`src/rtl/rv32i_pkg.sv`:
```
// Shared RV32I definitions used by the fetch queue and its storage array.
package rv32i_pkg;

    localparam int XLEN = 32;
    localparam logic [XLEN-1:0] RV32I_NOP = 32'h00000013;

    typedef struct packed {
        logic [XLEN-1:0] pc;
        logic [XLEN-1:0] instr;
    } fetch_entry_t;

    // Ceiling log2, used for pointer and occupancy widths.
    function automatic int clog2(input int n);
        int r;
        r = 0;
        while ((1 << r) < n) r++;
        return r;
    endfunction

endpackage

```
`src/rtl/fetchq_storage.sv`:
```
// DEPTH-entry {pc, instr} register array: synchronous write, asynchronous read.
module fetchq_storage
    import rv32i_pkg::*;
#(
    parameter int DEPTH = 4,
    parameter int AW    = 2
) (
    input  logic         clk,
    input  logic         we,
    input  logic [AW-1:0] waddr,
    input  fetch_entry_t wdata,
    input  logic [AW-1:0] raddr,
    output fetch_entry_t rdata
);

    // Contents are don't-care after reset, so the array carries no reset.
    fetch_entry_t mem [DEPTH];

    always_ff @(posedge clk) begin
        if (we) mem[waddr] <= wdata;
    end

    assign rdata = mem[raddr];

endmodule

```
`src/rtl/fetch_queue.sv`:
```
// Instruction prefetch FIFO between fetch and decode; drives StallF with skid room.
// Optional same-cycle empty-queue bypass is enabled by defining FETCHQ_BYPASS_EN.
module fetch_queue
    import rv32i_pkg::*;
#(
    parameter int             DEPTH     = 4,
    parameter int             SKID      = 1,
    parameter logic [XLEN-1:0] NOP_INSTR = RV32I_NOP
) (
    input  logic                    clk,
    input  logic                    rst,
    input  logic                    flush_i,
    input  logic                    in_valid_i,
    input  logic [XLEN-1:0]         in_pc_i,
    input  logic [XLEN-1:0]         in_instr_i,
    output logic                    stall_f_o,
    output logic                    out_valid_o,
    output logic [XLEN-1:0]         out_pc_o,
    output logic [XLEN-1:0]         out_pc4_o,
    output logic [XLEN-1:0]         out_instr_o,
    input  logic                    out_ready_i,
    output logic [clog2(DEPTH):0]   count_o,
    output logic                    ovf_err_o
);

    localparam int AW = clog2(DEPTH);
    localparam int CW = AW + 1;
    localparam logic [CW-1:0] DEPTH_C = CW'(DEPTH);
    localparam logic [CW-1:0] SKID_C  = CW'(SKID);

    logic [AW-1:0] rd_ptr;
    logic [AW-1:0] wr_ptr;
    logic [CW-1:0] count;
    logic [CW-1:0] free;
    logic          full;
    logic          empty;
    logic          enq;
    logic          deq;
    fetch_entry_t  wentry;
    fetch_entry_t  head;

    assign full  = (count == DEPTH_C);
    assign empty = (count == '0);

    // Only stored entries are dequeued; a bypassed entry never touches rd_ptr.
    assign deq = !empty && out_ready_i && !flush_i;

`ifdef FETCHQ_BYPASS_EN
    logic bypass;
    assign bypass      = empty && in_valid_i && !flush_i;
    assign enq         = in_valid_i && !full && !flush_i && !(bypass && out_ready_i);
    assign out_valid_o = !empty || bypass;
`else
    assign enq         = in_valid_i && !full && !flush_i;
    assign out_valid_o = !empty;
`endif

    assign wentry.pc    = in_pc_i;
    assign wentry.instr = in_instr_i;

    fetchq_storage #(
        .DEPTH (DEPTH),
        .AW    (AW)
    ) u_storage (
        .clk   (clk),
        .we    (enq),
        .waddr (wr_ptr),
        .wdata (wentry),
        .raddr (rd_ptr),
        .rdata (head)
    );

    // Pointers wrap for free because DEPTH is a power of two.
    always_ff @(posedge clk or negedge rst) begin
        if (!rst) begin
            rd_ptr    <= '0;
            wr_ptr    <= '0;
            count     <= '0;
            ovf_err_o <= 1'b0;
        end else begin
            if (in_valid_i && full && !flush_i) ovf_err_o <= 1'b1;
            if (flush_i) begin
                rd_ptr <= '0;
                wr_ptr <= '0;
                count  <= '0;
            end else begin
                if (enq) wr_ptr <= wr_ptr + 1'b1;
                if (deq) rd_ptr <= rd_ptr + 1'b1;
                case ({enq, deq})
                    2'b10:   count <= count + 1'b1;
                    2'b01:   count <= count - 1'b1;
                    default: count <= count;
                endcase
            end
        end
    end

    always_comb begin
        out_pc_o    = '0;
        out_instr_o = NOP_INSTR;
        if (!empty) begin
            out_pc_o    = head.pc;
            out_instr_o = head.instr;
        end
`ifdef FETCHQ_BYPASS_EN
        else if (bypass) begin
            out_pc_o    = in_pc_i;
            out_instr_o = in_instr_i;
        end
`endif
    end

    assign out_pc4_o = out_pc_o + 32'd4;

    // StallF leaves SKID slots free for responses already in flight.
    assign free      = DEPTH_C - count;
    assign stall_f_o = (free <= SKID_C);
    assign count_o   = count;

endmodule
```
`config.mk`:
```
export PLATFORM = sky130hd
export DESIGN_NAME = fetch_queue
export DESIGN_NICKNAME = d
export VERILOG_FILES = /design/src/rtl/rv32i_pkg.sv /design/src/rtl/fetchq_storage.sv /design/src/rtl/fetch_queue.sv
export SDC_FILE = /design/constraint.sdc
export NUM_CORES = 1
export LEC_CHECK = 0
export ABC_AREA = 0
export ABC_CLOCK_PERIOD_IN_PS = 4600
export CAP_MARGIN = 20
export CORE_ASPECT_RATIO = 1.4
export CORE_MARGIN = 2
export CORE_UTILIZATION = 30
export DETAILED_ROUTE_END_ITERATION = 8
export HOLD_SLACK_MARGIN = 0.02
export PLACE_DENSITY = 0.56
export RECOVER_POWER = 100
export SLEW_MARGIN = 10
export SYNTH_ARGS = -nofsm -noshare
export SYNTH_HDL_FRONTEND = slang
export SYNTH_SLANG_ARGS = --single-unit
```
`constraint.sdc`:
```
create_clock -name clk -period 4.6 [get_ports clk]
set_input_delay 0.92 -clock clk [delete_from_list [all_inputs] [get_ports clk]]
set_output_delay 0.92 -clock clk [all_outputs]
set_load 0.02 [all_outputs]
```
==> results.ini <==
[pwr]
power.leakage_nw=4.72
p_clk_frac=0.245
switching_share=0.346
combPwrFrac=0.417
vdd_drop_max_uv=361
p_total_mw=8.65
net-switching-power_mw=2.99
seq_power_share=0.339
p_int_mw=5.66
power.density_mw_per_mm2=615

[detailed_routing]
drt-wirelength-per-cell_um=19.4
viasPerCell=4.58
drt-total-wl_um=24100
drc=0
dr.pass1.iters=4
ant_nets=0
vias=5689
drtIter0Drc=240

[setup_path]
critical_path_class=reg2out
crit_chain=inv_1 > ha_1 > ha_1 > nand2b_1 > buf_4 > o22ai_4 > nand4_4 > or3_4 > or3_1 > xnor2_2 > dlygate4sd2_1
cp-start-kind=register
crit_path_top_delay_cell=or3_4
arrival_ns=3.44
crit_path_end_kind=primary output
path_max_fanout=5
critPathMaxStageDelay_ns=0.45
critPathRequiredTime_ns=3.68
crit_family=simple AND/OR/NAND/NOR gates
crit_buf_inv=3
crit_path_frequent_cell=ha_1

[layout]
final_util=0.393
layout_common_cells=edfxtp_1 (256), dlygate4sd3_1 (144), mux4_2 (57), and2_1 (57), clkbuf_16 (27)
mostFrequentLayoutCell=edfxtp_1
area_growth_pct=28.8
num-nets-final=839
drive_above_1_share=0.177
instances_no_fill=1243

[floorplanning]
die-area_sq_mm=0.0379
core.rowCount=82
pin_count=171
die_w_um=165
coreArea_sq_mm=0.0358
die_h_um=230
start_util=0.305

[timing]
min_period_ns=4.36
rsz0062_at_grt=false
holdWs_ns=0.467
fin_skew_ns=0.0144
setup_violations=0
max_slew_margin=-0.883
maxSlewViolCount=130
worst_slew_pin_slew_ns=2.82
final.period_utilization=0.948
fmax_ghz=0.229
finalHoldViolations=0
finalSetupTns_ns=0

[synthesis]
ys_top_cells_by_area=edfxtp_1 (70%), mux4_2 (12%), and2_1 (3.5%)
syn-cell-area_sq_mm=0.0109
synth_edf_count=256
synth.distinct_cells=44
synth_top_cell_area_share=0.704
synthFlopType=edfxtp_1
seq_area_frac_synth=0.723
synth-async-reset-ratio=0.0303
synth-seq-cells=264
yosys.area.top_type=edfxtp_1
synth.net_count=645
avgSynthCellArea_sq_um=19.3
yosysWarnings=0
postSynthCellCount=566

[clock_tree]
cts_sinks=264
clkLatencyLatePin_ns=0.54
cts_root_buf=clkbuf_16
cts_tree=built
ctsHtreeMaxLevel=1
clk_pin_slew_worst_paths_ns=0.06
clock_path_buffers=3
numCtsBuffers=26

[placement]
place.gp.congestion=0.713
post-place-cells=1191
portBuffers=170
dp_hpwl_um=16100

[grt]
grt_pass1_vias=6038
antenna_found_initial=6
track_usage=0.128
grt_util_met1=0.152
met2_usage=0.233
grt_remaining_overflow=0
grt_max_degree=36
grt-busiest-layer=met2
grtUsageMet3=0.0251
grt_pass1_wl_um=36400

[status]
status=complete, but fails checks
violations=capacitance limit, slew limit

[min_path]
hold_class=reg2reg

[job]
cap_violations=4

-- final timing paths --
check | from | end | slack (ns) | cells after the start
max | count_o[1] | out_pc4_o[23] | 0.24 | 11
min | ovf_err_o | ovf_err_o | 0.47 | 1
max reg2reg | count_o[1] | u_storage.mem[2][10] | 0.48 | 7
min reg2reg | ovf_err_o | ovf_err_o | 0.47 | 1
max in group asynchronous | rst | rd_ptr[1] | 3.54 | 1
min in group asynchronous | rst | rd_ptr[0] | 0.75 | 1
-- area by class of cell --
cell class	instances	area (sq um)
Antenna cell	1	2.50
Clock buffer	32	694
Clock inverter	16	155
Fill cell	3279	21700
Inverter	9	33.8
Multi-Input combinational cell	263	2820
Sequential cell	264	7900
Tap cell	462	578
Timing Repair Buffer	196	1880
-- sequential cells by signal, indices dropped and copies added, names as in the netlist --
signal	flops
count_o	3
ovf_err_o	1
rd_ptr	2
u_storage.mem	256
wr_ptr	2
-- Yosys cell counts (2+ instances only) --
cell type / instances
nand3_1: 9
xnor2_1: 22
buf_6: 3
or2_1: 5
o22ai_2: 4
nor3_1: 4
o22ai_4: 2
buf_2: 7
clkbuf_1: 13
dfrtp_1: 8
inv_1: 7
nand2_1: 15
buf_12: 2
inv_2: 2
nand4_2: 2
nor2_1: 19
ha_1: 9
a21oi_1: 2
edfxtp_1: 256
mux4_2: 57
buf_1: 2
buf_4: 2
nand4_1: 7
nand2b_1: 4
xor2_1: 10
and2_1: 61
mux2i_1: 15
-- metal layers --
layer / part of all wire / up-vias / wire length, um
li1: - / 2606 / -
met1: 0.40 / 2883 / 9600
met2: 0.53 / 164 / 12700
met3: 0.055 / 34 / 1330
met4: 0.021 / 2 / 495
met5: 0.00054 / - / 13
-- stage by stage --
| step | instance area, sq um | setup slack (ns) |
|---|---|---|
| 2_1_floorplan | 10900 | 0.427 |
| 3_3_place_gp | 13300 | 0.234 |
| 3_5_place_dp | 13300 | 0.192 |
| 4_1_cts | 14100 | -0.185 |
| 5_1_grt | 14100 | 0.00610 |
| 6_report | 14100 | 0.238 |
-- logic make-up after synthesis --
family	share of synthesized area
buffers and inverters	0.0210
multiplexers	0.131
XOR/XNOR	0.0272
flip-flops	0.723
AO/OA/AOI/OAI	0.0118
AND/OR/NAND/NOR	0.0739
adder cells (fa/ha/maj)	0.0122
-- power groups by stage --
stage                     Clock (mW)  Sequential, mW  Combinational, mW
after detailed placement           0            2.99               3.96
after floorplan                    0            2.94               2.32
after global placement             0            2.98               3.96
final                           2.12            2.93               3.60
after CTS                       2.18            2.93               3.94
after global routing            2.27            2.96               3.89
-- what timing repair did --
action	CTS	global route
gates resized for setup	13	13
pin swaps	3	1
endpoints found under the hold margin	0	0
setup endpoints to repair	15	11
setup buffers	3	0
hold buffers	0	0
Power figures use the tool's default switching activity.
==> variant (same settings) <==
Put one more register stage on the output `count_o`, without a reset. The value now appears one clock later. The other outputs are not delayed to match.
--- a/src/rtl/fetch_queue.sv
+++ b/src/rtl/fetch_queue.sv
@@ -115,6 +115,8 @@
     // StallF leaves SKID slots free for responses already in flight.
     assign free      = DEPTH_C - count;
     assign stall_f_o = (free <= SKID_C);
-    assign count_o   = count;
+    always_ff @(posedge clk) begin
+        count_o <= count;
+    end
 
 endmodule
Formal check against the unedited RTL: not equivalent (Yosys sat finds a counterexample within 4 cycles, from zero or initial values and one cycle with rst low).
==> variant against the original RTL <==
The flow still finishes with violations (max-capacitance violations, max-slew violations). Combinational power increased by 1%. Worst setup slack improved by 0.0035 ns. Wire length increased by 2.3%. Cell area increased by 0.45%. Critical path depth decreased by 1. Die area increased by 0.54%. Core utilization increased by 0.062 points. Total power increased by 0.45%. Sequential cell count increased by 3. Maximum frequency about the same. Synthesized area increased by 0.55%. Via count increased by 1.3%.
==> variant: results (changes against the original RTL) <==
metric,value,unit,change
status,finished with violations,,
violated checks,"max-capacitance violations, max-slew violations",,
leading cell types by total area after synthesis,"sky130_fd_sc_hd__edfxtp_1 70%, sky130_fd_sc_hd__mux4_2 12%, sky130_fd_sc_hd__and2_1 3.5%",,
leakage power of the design,4.722,nW,about the same
count of buffers not belonging to the clock network in the layout,192,,-2.0%
min Tclk post-route,4.358,ns,-0.003538 ns
Routed met1 length,9586,microns,-0.13%
global router's overall resource usage,0.1283,,about the same
global-route wire length before repair,37340,microns,+2.7%
post-detailed-routing wire length,24700,microns,+2.3%
share of flip-flops with an asynchronous set or reset,0.02996,,-0.0003405
Post-Place Worst Slack,0.1287,ns,-0.06303 ns
number of cells on the worst hold path,0,,-1
initial antenna violation count,11,,+5
number of inserted diodes,2,,+1
number of standard cells after synthesis,569,,+0.53%
reg-to-reg critical path startpoint,count[1],,
distinct cell type count of the synthesized netlist,45,,+2.3%
max-slew violation total from the final report,120,,-7.7%
share of cell area taken by multi-input logic gates,0.2006,,+0.0003529
routability cong.,0.7316,,+2.6%
number of clock buffers in the layout,36,,+13%
capture point of the critical path,out_pc4_o[31],,
Initial DRC Count,235,,-2.1%
Slew @ Worst Pin,2.609,ns,-0.2146 ns
minimum setup slack among reg-to-reg paths,0.67,ns,+0.19 ns
count of max-cap constraint violations,4,,unchanged
worst min-delay path startpoint,count[2],,
flip-flop and latch count after synthesis,267,,+1.1%
==> variant: what timing repair did <==
action / 4_1_cts / 5_1_grt
setup endpoints to repair: 22 / 12
pin swaps: 2 / 0
setup buffers: 2 / 0
cloned: 0 / 0
gates resized for setup: 18 / 21
endpoints found under the hold margin: 0 / 0
==> variant: per-stage QoR <==
| stage | cell area [sq um] | hold slack [ns] | total power [mW] |
|---|---|---|---|
| floorplan | 10980 | 0.3733 | 5.298 |
| global placement | 13290 | 0.3810 | 6.954 |
| detailed placement | 13290 | 0.3881 | 6.947 |
| CTS | 14180 | 0.4078 | 9.069 |
| global route | 14120 | 0.4215 | 9.158 |
| finish | 14120 | 0.4100 | 8.691 |
==> variant: kinds of logic (layout without fill, tap and decap cells) <==
logic type,after synthesis,in the layout,share of synthesized area
xor+xnor,33,33,0.02702
mux,72,72,0.1306
simple gates,136,136,0.07353
fa+ha+maj,10,10,0.01208
flops,267,267,0.7241
compound gates,12,12,0.01174
buf+inv,39,249,0.02086
other cells,0,2,0
